<file path="src/rtl/guess_pkg.sv">
// Shared ASCII constants and letter classification for the guess FIFO.
package guess_pkg;

    localparam logic [7:0] ASCII_A_UP = 8'h41;
    localparam logic [7:0] ASCII_Z_UP = 8'h5A;
    localparam logic [7:0] ASCII_A_LO = 8'h61;
    localparam logic [7:0] ASCII_Z_LO = 8'h7A;
    localparam int unsigned CASE_BIT  = 5;

    function automatic logic is_letter(input logic [7:0] b);
        return ((b >= ASCII_A_UP) && (b <= ASCII_Z_UP)) ||
               ((b >= ASCII_A_LO) && (b <= ASCII_Z_LO));
    endfunction

endpackage

</file>
<file path="src/rtl/guess_fifo_rise_detect.sv">
// Registered rising-edge detector; INIT sets the reset value of the history flop.
module rise_detect #(
    parameter logic INIT = 1'b0
) (
    input  logic clk,
    input  logic rst,
    input  logic level,
    output logic rise
);

    logic level_q;

    always_ff @(posedge clk) begin
        if (rst) level_q <= INIT;
        else     level_q <= level;
    end

    always_comb begin
        rise = level & ~level_q;
    end

endmodule

</file>
<file path="src/rtl/guess_fifo.sv">
// Receive-side guess FIFO between UART receiver and game FSM.
// Define GUESS_FIFO_FILTER_EN to accept letters only (folded to uppercase) and add the reject pulse.
module guess_fifo
    import guess_pkg::*;
#(
    parameter int unsigned DATA_W = 8,
    parameter int unsigned DEPTH  = 4
) (
    input  logic                       clk,
    input  logic                       rst,
    input  logic                       ready,
    input  logic [DATA_W-1:0]          rx_byte,
    input  logic                       game_rdy,
    output logic [DATA_W-1:0]          guess,
    output logic                       guess_valid,
    output logic [$clog2(DEPTH+1)-1:0] count,
    output logic                       empty,
    output logic                       full,
`ifdef GUESS_FIFO_FILTER_EN
    output logic                       reject,
`endif
    output logic                       overflow
);

    localparam int unsigned PTR_W = $clog2(DEPTH);
    localparam int unsigned CNT_W = $clog2(DEPTH + 1);

    logic [DATA_W-1:0] mem [DEPTH];
    logic [PTR_W-1:0]  wr_ptr;
    logic [PTR_W-1:0]  rd_ptr;
    logic              push_req;
    logic              accept;
    logic              push;
    logic              pop;
    logic              drop;
    logic [DATA_W-1:0] wr_data;

    // History flop resets high so a level held across reset release is not a push.
    rise_detect #(.INIT(1'b1)) u_rise (
        .clk   (clk),
        .rst   (rst),
        .level (ready),
        .rise  (push_req)
    );

    always_comb begin
        wr_data = rx_byte;
`ifdef GUESS_FIFO_FILTER_EN
        accept            = is_letter(rx_byte[7:0]);
        wr_data[CASE_BIT] = 1'b0;
`else
        accept = 1'b1;
`endif
        full  = (count == CNT_W'(DEPTH));
        empty = (count == '0);
        pop   = game_rdy & ~empty;
        push  = push_req & accept & (~full | pop);
        drop  = push_req & accept & full & ~pop;
    end

    always_ff @(posedge clk) begin
        if (push) mem[wr_ptr] <= wr_data;
    end

    always_ff @(posedge clk) begin
        if (rst) begin
            wr_ptr      <= '0;
            rd_ptr      <= '0;
            count       <= '0;
            guess       <= '0;
            guess_valid <= 1'b0;
            overflow    <= 1'b0;
`ifdef GUESS_FIFO_FILTER_EN
            reject      <= 1'b0;
`endif
        end else begin
            if (push) wr_ptr <= wr_ptr + PTR_W'(1);
            if (pop) begin
                guess  <= mem[rd_ptr];
                rd_ptr <= rd_ptr + PTR_W'(1);
            end
            guess_valid <= pop;
            if (push && !pop)      count <= count + CNT_W'(1);
            else if (pop && !push) count <= count - CNT_W'(1);
            if (drop) overflow <= 1'b1;
`ifdef GUESS_FIFO_FILTER_EN
            reject <= push_req & ~accept;
`endif
        end
    end

endmodule
</file>
<file path="config.mk">
export PLATFORM = sky130hd
export DESIGN_NAME = guess_fifo
export DESIGN_NICKNAME = d
export VERILOG_FILES = /design/src/rtl/guess_pkg.sv /design/src/rtl/guess_fifo_rise_detect.sv /design/src/rtl/guess_fifo.sv
export SDC_FILE = /design/constraint.sdc
export NUM_CORES = 1
export LEC_CHECK = 0
export CAP_MARGIN = 25
export CORE_ASPECT_RATIO = 0.75
export CORE_MARGIN = 2
export CORE_UTILIZATION = 53
export DETAILED_ROUTE_END_ITERATION = 10
export GPL_TIMING_DRIVEN = 0
export PLACE_DENSITY = 0.88
export SYNTH_ARGS = -nofsm -noshare
export SYNTH_HDL_FRONTEND = slang
export SYNTH_SLANG_ARGS = --single-unit
</file>
<file path="constraint.sdc">
create_clock -name clk -period 3.21 [get_ports clk]
set_input_delay 0.321 -clock clk [delete_from_list [all_inputs] [get_ports clk]]
set_output_delay 0.321 -clock clk [all_outputs]
set_load 0.05 [all_outputs]
</file>
Word level (Yosys, flattened, before mapping)
Memories as Yosys holds them, arrays and structs flattened. A register that Yosys moved wholly into a read port is not among the register bits. Cells that the tools add are included.

Flip-flop bits (word level): 10. RAM bits: 32. Input port bits: 12. Logic and storage cells: 32. Memories: 1.

Memories: mem (words 4, width 8, rd ports 1, clocked after memory_dff 1, wr ports 1, line guess_fifo.sv:28) `logic [DATA_W-1:0] mem [DEPTH];`.

Add/sub/neg operators: 4. Equal/unequal tests: 1. Mux-type cells: 4. Bitwise gates (word level): 10. Reduce and logical (&&, ||, !) cells: 6.

Operator list (count): two-way mux 3 bit (2); bitwise AND 1 bit (5); adder 2 x 1 -> 2 bit (second input constant) (2); NOT 1 bit (4); adder 3 x 1 -> 3 bit (second input constant) (1); equality test 3 bit (second input constant) (1); logical NOT 3 bit (1); subtractor 3 x 1 -> 3 bit (second input constant) (1); logical AND 1 bit (2); logical NOT 1 bit (2); two-way mux 1 bit (2); nonzero test 2 bit (1); OR 1 bit (1).

Logic depth before layout (Yosys ltp)
Depth after elaboration: 9. Gate-level depth with buffers: 10.

Hierarchy
Synthesis repeated with hierarchy kept, for this count alone.

Cell total of the unflattened synthesis: 133. Area total of the unflattened synthesis: 1983.2 um^2.

Modules (own cells, without submodules): guess_fifo (instances 1, cells each 130, area each 1950.6 um^2, sequential area each 1301.2 um^2); rise_detect (instances 1, cells each 3, area each 32.5 um^2, sequential area each 20.0 um^2).

Worst setup path before layout
No wires, ideal clock.

Path kind: reg2reg. From: register count[0]. To: register count[2]. Data arrival time: 2.444 ns. Path slack: 0.696 ns. Stages on the path, launching flop included: 9. Path buffers: 0. Period minus slack after synthesis: 2.514 ns. Cells stage by stage: dfxtp_1 -> nor4b_2 -> nor3b_2 -> ha_1 -> inv_1 -> fa_1 -> xor2_1 -> or3_1 -> a21oi_1.

Longest elaborated chain between the ends: 8. Elaborated cells on any way between the ends: 16. Those cells by class: 2 x add/sub; 1 x eq/ne; 2 x mux; 5 x bitwise; 6 x reduce/logical.

Ends and longest elaborated chain: from (decl) (line guess_fifo.sv:16) `output logic [$clog2(DEPTH+1)-1:0] count,`; from (signal assigned) (line guess_fifo.sv:83) `if (push && !pop) count <= count + CNT_W'(1);`; from (signal assigned) (line guess_fifo.sv:84) `else if (pop && !push) count <= count - CNT_W'(1);`; logical NOT 3 bit (line guess_fifo.sv:55) `empty = (count == '0);`; NOT 1 bit (line guess_fifo.sv:56) `pop = game_rdy & ~empty;`; bitwise AND 1 bit (line guess_fifo.sv:56); OR 1 bit (*) (line guess_fifo.sv:57) `push = push_req & accept & (~full | pop);`; bitwise AND 1 bit (*) (line guess_fifo.sv:57); via push (line guess_fifo.sv:33) `logic push;`; logical NOT 1 bit (line guess_fifo.sv:84); logical AND 1 bit (line guess_fifo.sv:84); nonzero test 2 bit (no source line).

The timed path passes the listed nets; every way through them passes the cells marked *. The select of a mux whose other input is x is not followed. A chain may end at the register's enable or synchronous reset.

Worst setup path after layout
From: register count[0]. To: register count[2].

Longest elaborated chain between the ends: 8. Elaborated cells on any way between the ends: 16. Those cells by class: 2 x add/sub; 1 x eq/ne; 2 x mux; 5 x bitwise; 6 x reduce/logical.

Ends and longest elaborated chain (line): logical NOT 3 bit (guess_fifo.sv:55); NOT 1 bit (guess_fifo.sv:56); bitwise AND 1 bit (guess_fifo.sv:56); OR 1 bit (guess_fifo.sv:57); bitwise AND 1 bit (guess_fifo.sv:57); logical NOT 1 bit (guess_fifo.sv:84); logical AND 1 bit (guess_fifo.sv:84); nonzero test 2 bit (no source line).

Several ways; a longest one is shown, not always the timed one. The select of a mux whose other input is x is not followed.

==> results <==
- The run finished with clean final reports.
- The repair_antennas step left the layout with diodes totalling 0.
- The die extent in x is between 70 and 80 um.
- The overall power of the completed layout is 1.906 mW.
- The fraction of the cycle the final worst path needs is 75.65%.
- The headroom to the max-slew limit is around two thirds.
- TritonCTS created 5 clock buffers.
- From synthesis to final layout, the design area changed by 20.61%.
- In this run, distinct cell masters in the synthesized netlist total 28.
- Across the routed clock network, the largest skew measured is 7.315 ps.
- The post-DP HPWL is around 2200 um.
- For this block, the routed nets add up to around 3100 um of wire.
- The number of antenna violations at the first check in global routing is 0.
- The number of stages on the worst hold path is 2.
- After clock tree synthesis, the setup repair step added 0 buffers.
- The routed length per instance is about 14 um.
- The leftover overflow at the end of global routing is 0.
- The final total negative setup slack is 0 ps.
- At the pin with the least slew margin, the transition time is approximately 500 ps.
- Across the run, the number of max-cap violations was 0.
- Clock-pin slew was measured on the worst setup and hold paths at around 80 ps.
- For this design the ratio of total power to cell area is approximately 800 nW/um^2.
- 27 I/O pins were placed.
- The mean cell area of the mapped netlist is between 10 and 15 sq um.
- The clock tree root buffer cell is clkbuf_8.
- Setup repair after global routing left no endpoint under its margin.
- The final weighted congestion of routability-driven global placement is ~0.71.
- The die outline height is between 50 and 60 um.
- The total via count in the routed design is ~1.1k.
- Across all hold checks on the routed design, the worst slack comes to 458.3 ps.
- The core region is approximately 3600 sq um.
- The synthesis warning total is 0.
- TritonCTS built the clock tree.
- For this run, the total global-route usage over all layers was measured as ~17%.
- The cell taking the most area after synthesis is edfxtp_1.
- Walking the worst path, the cells encountered are o31a_2, buf_6, inv_2, buf_6, ha_1, inv_1, fa_1, xor2_1, or3_1, a21oi_1.
- The first routing iteration left 34 violations.
- The cell row count is 19.
- At the worst endpoint, the arrival time is approximately 2700 ps.
- The layout net count is 183.
- The number of instances resized during post-cts repair is 0.
- Entering global routing, the biggest net connects 16 pins.
- Leaving out fill and tap cells, the most frequent cells in the layout are edfxtp_1 (32), clkdlybuf4s50_1 (26), dfxtp_1 (18).
- In this run, synthesis produced a sequential element count of 50.
- For this run, the register share of the synthesized area comes to 66.75%.
- At the worst endpoint, the required time is about 3400 ps.
- For this run, the detailed router's first-pass iteration total came to 4.
- The worst-case IR drop observed on VDD is around 0.00043 V.
- The clock net sink count is 50.
- The final design instance area without fill is 2387 sq um.
- The area after detailed placement is ~2300 sq um.
- The number of endpoints with negative hold slack in the final report is 0.
- The count of final max-slew check failures is 0.
- Yosys attributes the largest share of cell area to edfxtp_1 (49%), dfxtp_1 (18%), mux4_2 (9.1%).
- The number of nets in the synthesized netlist is 150.
- The dominant cell type by count on the critical path is buf_6.
- The die covers around 4200 sq um.
- The post-route netlist has between 10% and 20% of its cells at a drive strength greater than 1.
- The average via count per standard cell is about 5.1.
- The class of the worst hold path is reg2reg.
- The wire length of the first global-routing pass is 5126 um.
- In this run the worst path has a maximum fanout of 10.
- The worst path needs approximately 2400 ps of the cycle, external delays included.
- The delay contributed by the slowest stage of the critical path is around 400 ps.
- The H-tree was split into 2 levels.
- For this design the static power due to leakage is 0.8118 nW.
- Together, buffers and inverters on the worst path number 4.
- Broken down by cell family, the worst path's largest delay share belongs to adder cells.
- Setup violations remaining at the end of the flow were counted as 0.
- In this run, post-CTS hold repair placed 0 buffers.
- No sink is reached through more buffers than the 2 on the longest clock path.
- The worst setup path is captured at a flip-flop.
- The number of DRC violations after detailed routing is 0.
- Synthesis produced a netlist whose cell count is roughly 130.
- The via count of the first global-routing pass is 1,165.
- The peak clock frequency supported by timing is about 410 MHz.
- The top cell type by area accounts for slightly below 50% of the synthesized area.
- The clock reaches the later pin of the worst-skew pair after between 200 and 300 ps.
- Leaving out fill and tap cells, the most frequent cell in the layout is edfxtp_1.
- The critical path crosses 10 cells after its start point.
- For the worst flop-to-flop path, the logic depth is 10.
- The number of routed nets with antenna violations is 0.
- The element type at the critical path start is a flip-flop.
- The number of input and output port buffers inserted is 26.
- The setup path with the least slack is of type reg2reg.
- The library cell contributing the largest single delay on the critical path is dfxtp_1.
- The netlist area before placement is 1979 sq um.
- The starting density of the core is a little over half.
[kinds of logic (layout without fill, tap and decap cells)]
family          Yosys count  after routing  synth area share [%]
fa+ha+maj                 6              6                 4.172
xor+xnor                  3              3                 1.328
flops                    50             50                 66.75
simple gates             36             36                 9.229
mux                      11             11                 10.68
compound gates           14             14                 3.856
buf+inv                  12             46                 3.982
[metrics by stage]
stage | util (%) | worst slack, ps | cells
6_report | 66.07 | 781.7 | 218
3_5_place_dp | 63.78 | 484.6 | 210
5_1_grt | 66.07 | 636.5 | 218
2_1_floorplan | - | 696.2 | 132
4_1_cts | 66.07 | 766.3 | 218
3_3_place_gp | 63.78 | 618.0 | 210
[synth_stat cells]
cell      instances
clkbuf_1          1
a21oi_1          10
or2_2             1
dfxtp_1          18
nor3_1            1
inv_2             1
o31a_2            1
xnor2_1           1
nand2b_1          2
fa_1              1
nor3b_2           1
nor3b_1           1
xor2_1            2
mux2i_1           2
buf_6             4
ha_1              5
nand2_1          16
edfxtp_1         32
mux4_2            8
mux2_1            1
inv_1             5
buf_4             1
nor4b_2           1
a31oi_1           1
nor2_1            7
and2_1            4
or3_1             2
o21ai_0           2
[worst register-to-register path: cells and delay by family, from the launching register on]
family                   cells  cell delay [ps]
AO/OA/AOI/OAI                2              520
XOR/XNOR                     1              160
adder cells (fa/ha/maj)      2              550
buffers and inverters        4              430
flip-flops                   1              400
AND/OR/NAND/NOR              1              300
[per-layer routing]
| metal | up-vias | share of wire [%] | GRT usage (%) | wire (um) |
|---|---|---|---|---|
| li1 | 537 | - | - | - |
| met1 | 545 | 43 | 19.37 | 1343 |
| met2 | 24 | 52 | 28.45 | 1615 |
| met3 | 5 | 3.8 | 5.027 | 118 |
| met4 | 0 | 1.2 | 6.888 | 38 |
| met5 | - | 0 | 0 | 0 |
[power breakdown]
group | internal [mW] | total [mW] | switching [mW] | leakage, nW
Combinational | 0.310 | 0.761 | 0.450 | 0.331
Clock | 0.151 | 0.340 | 0.189 | 0.0450
Sequential | 0.749 | 0.805 | 0.0563 | 0.436
Total | 1.21 | 1.91 | 0.696 | 0.812
[path summary, 6_finish.rpt]
| check | to | from | slack, ps |
|---|---|---|---|
| setup / recovery | count[2] | count[0] | 780 |
| hold / removal | guess[3] | guess[3] | 460 |
| setup reg to reg | count[2] | count[0] | 780 |
| hold reg to reg | guess[3] | guess[3] | 460 |
[area by class of cell]
cell class                 count  area, sq um
buffer                         6        56.30
sequential                    50         1321
tap                           52        65.06
multi-input combinational     70        579.3
inverter                       6        22.52
clock inverter                 2        10.01
fill                         280         1226
clock buffer                   6        72.57
timing repair buffer          26        260.3
[registers in the layout, indices dropped and copies added, names as in the netlist]
register and cells:
count 3, guess 8, guess_valid 1, mem 32
overflow 1, rd_ptr 2, u_rise.level_q 1, wr_ptr 2
Power figures use the tool's default switching activity.
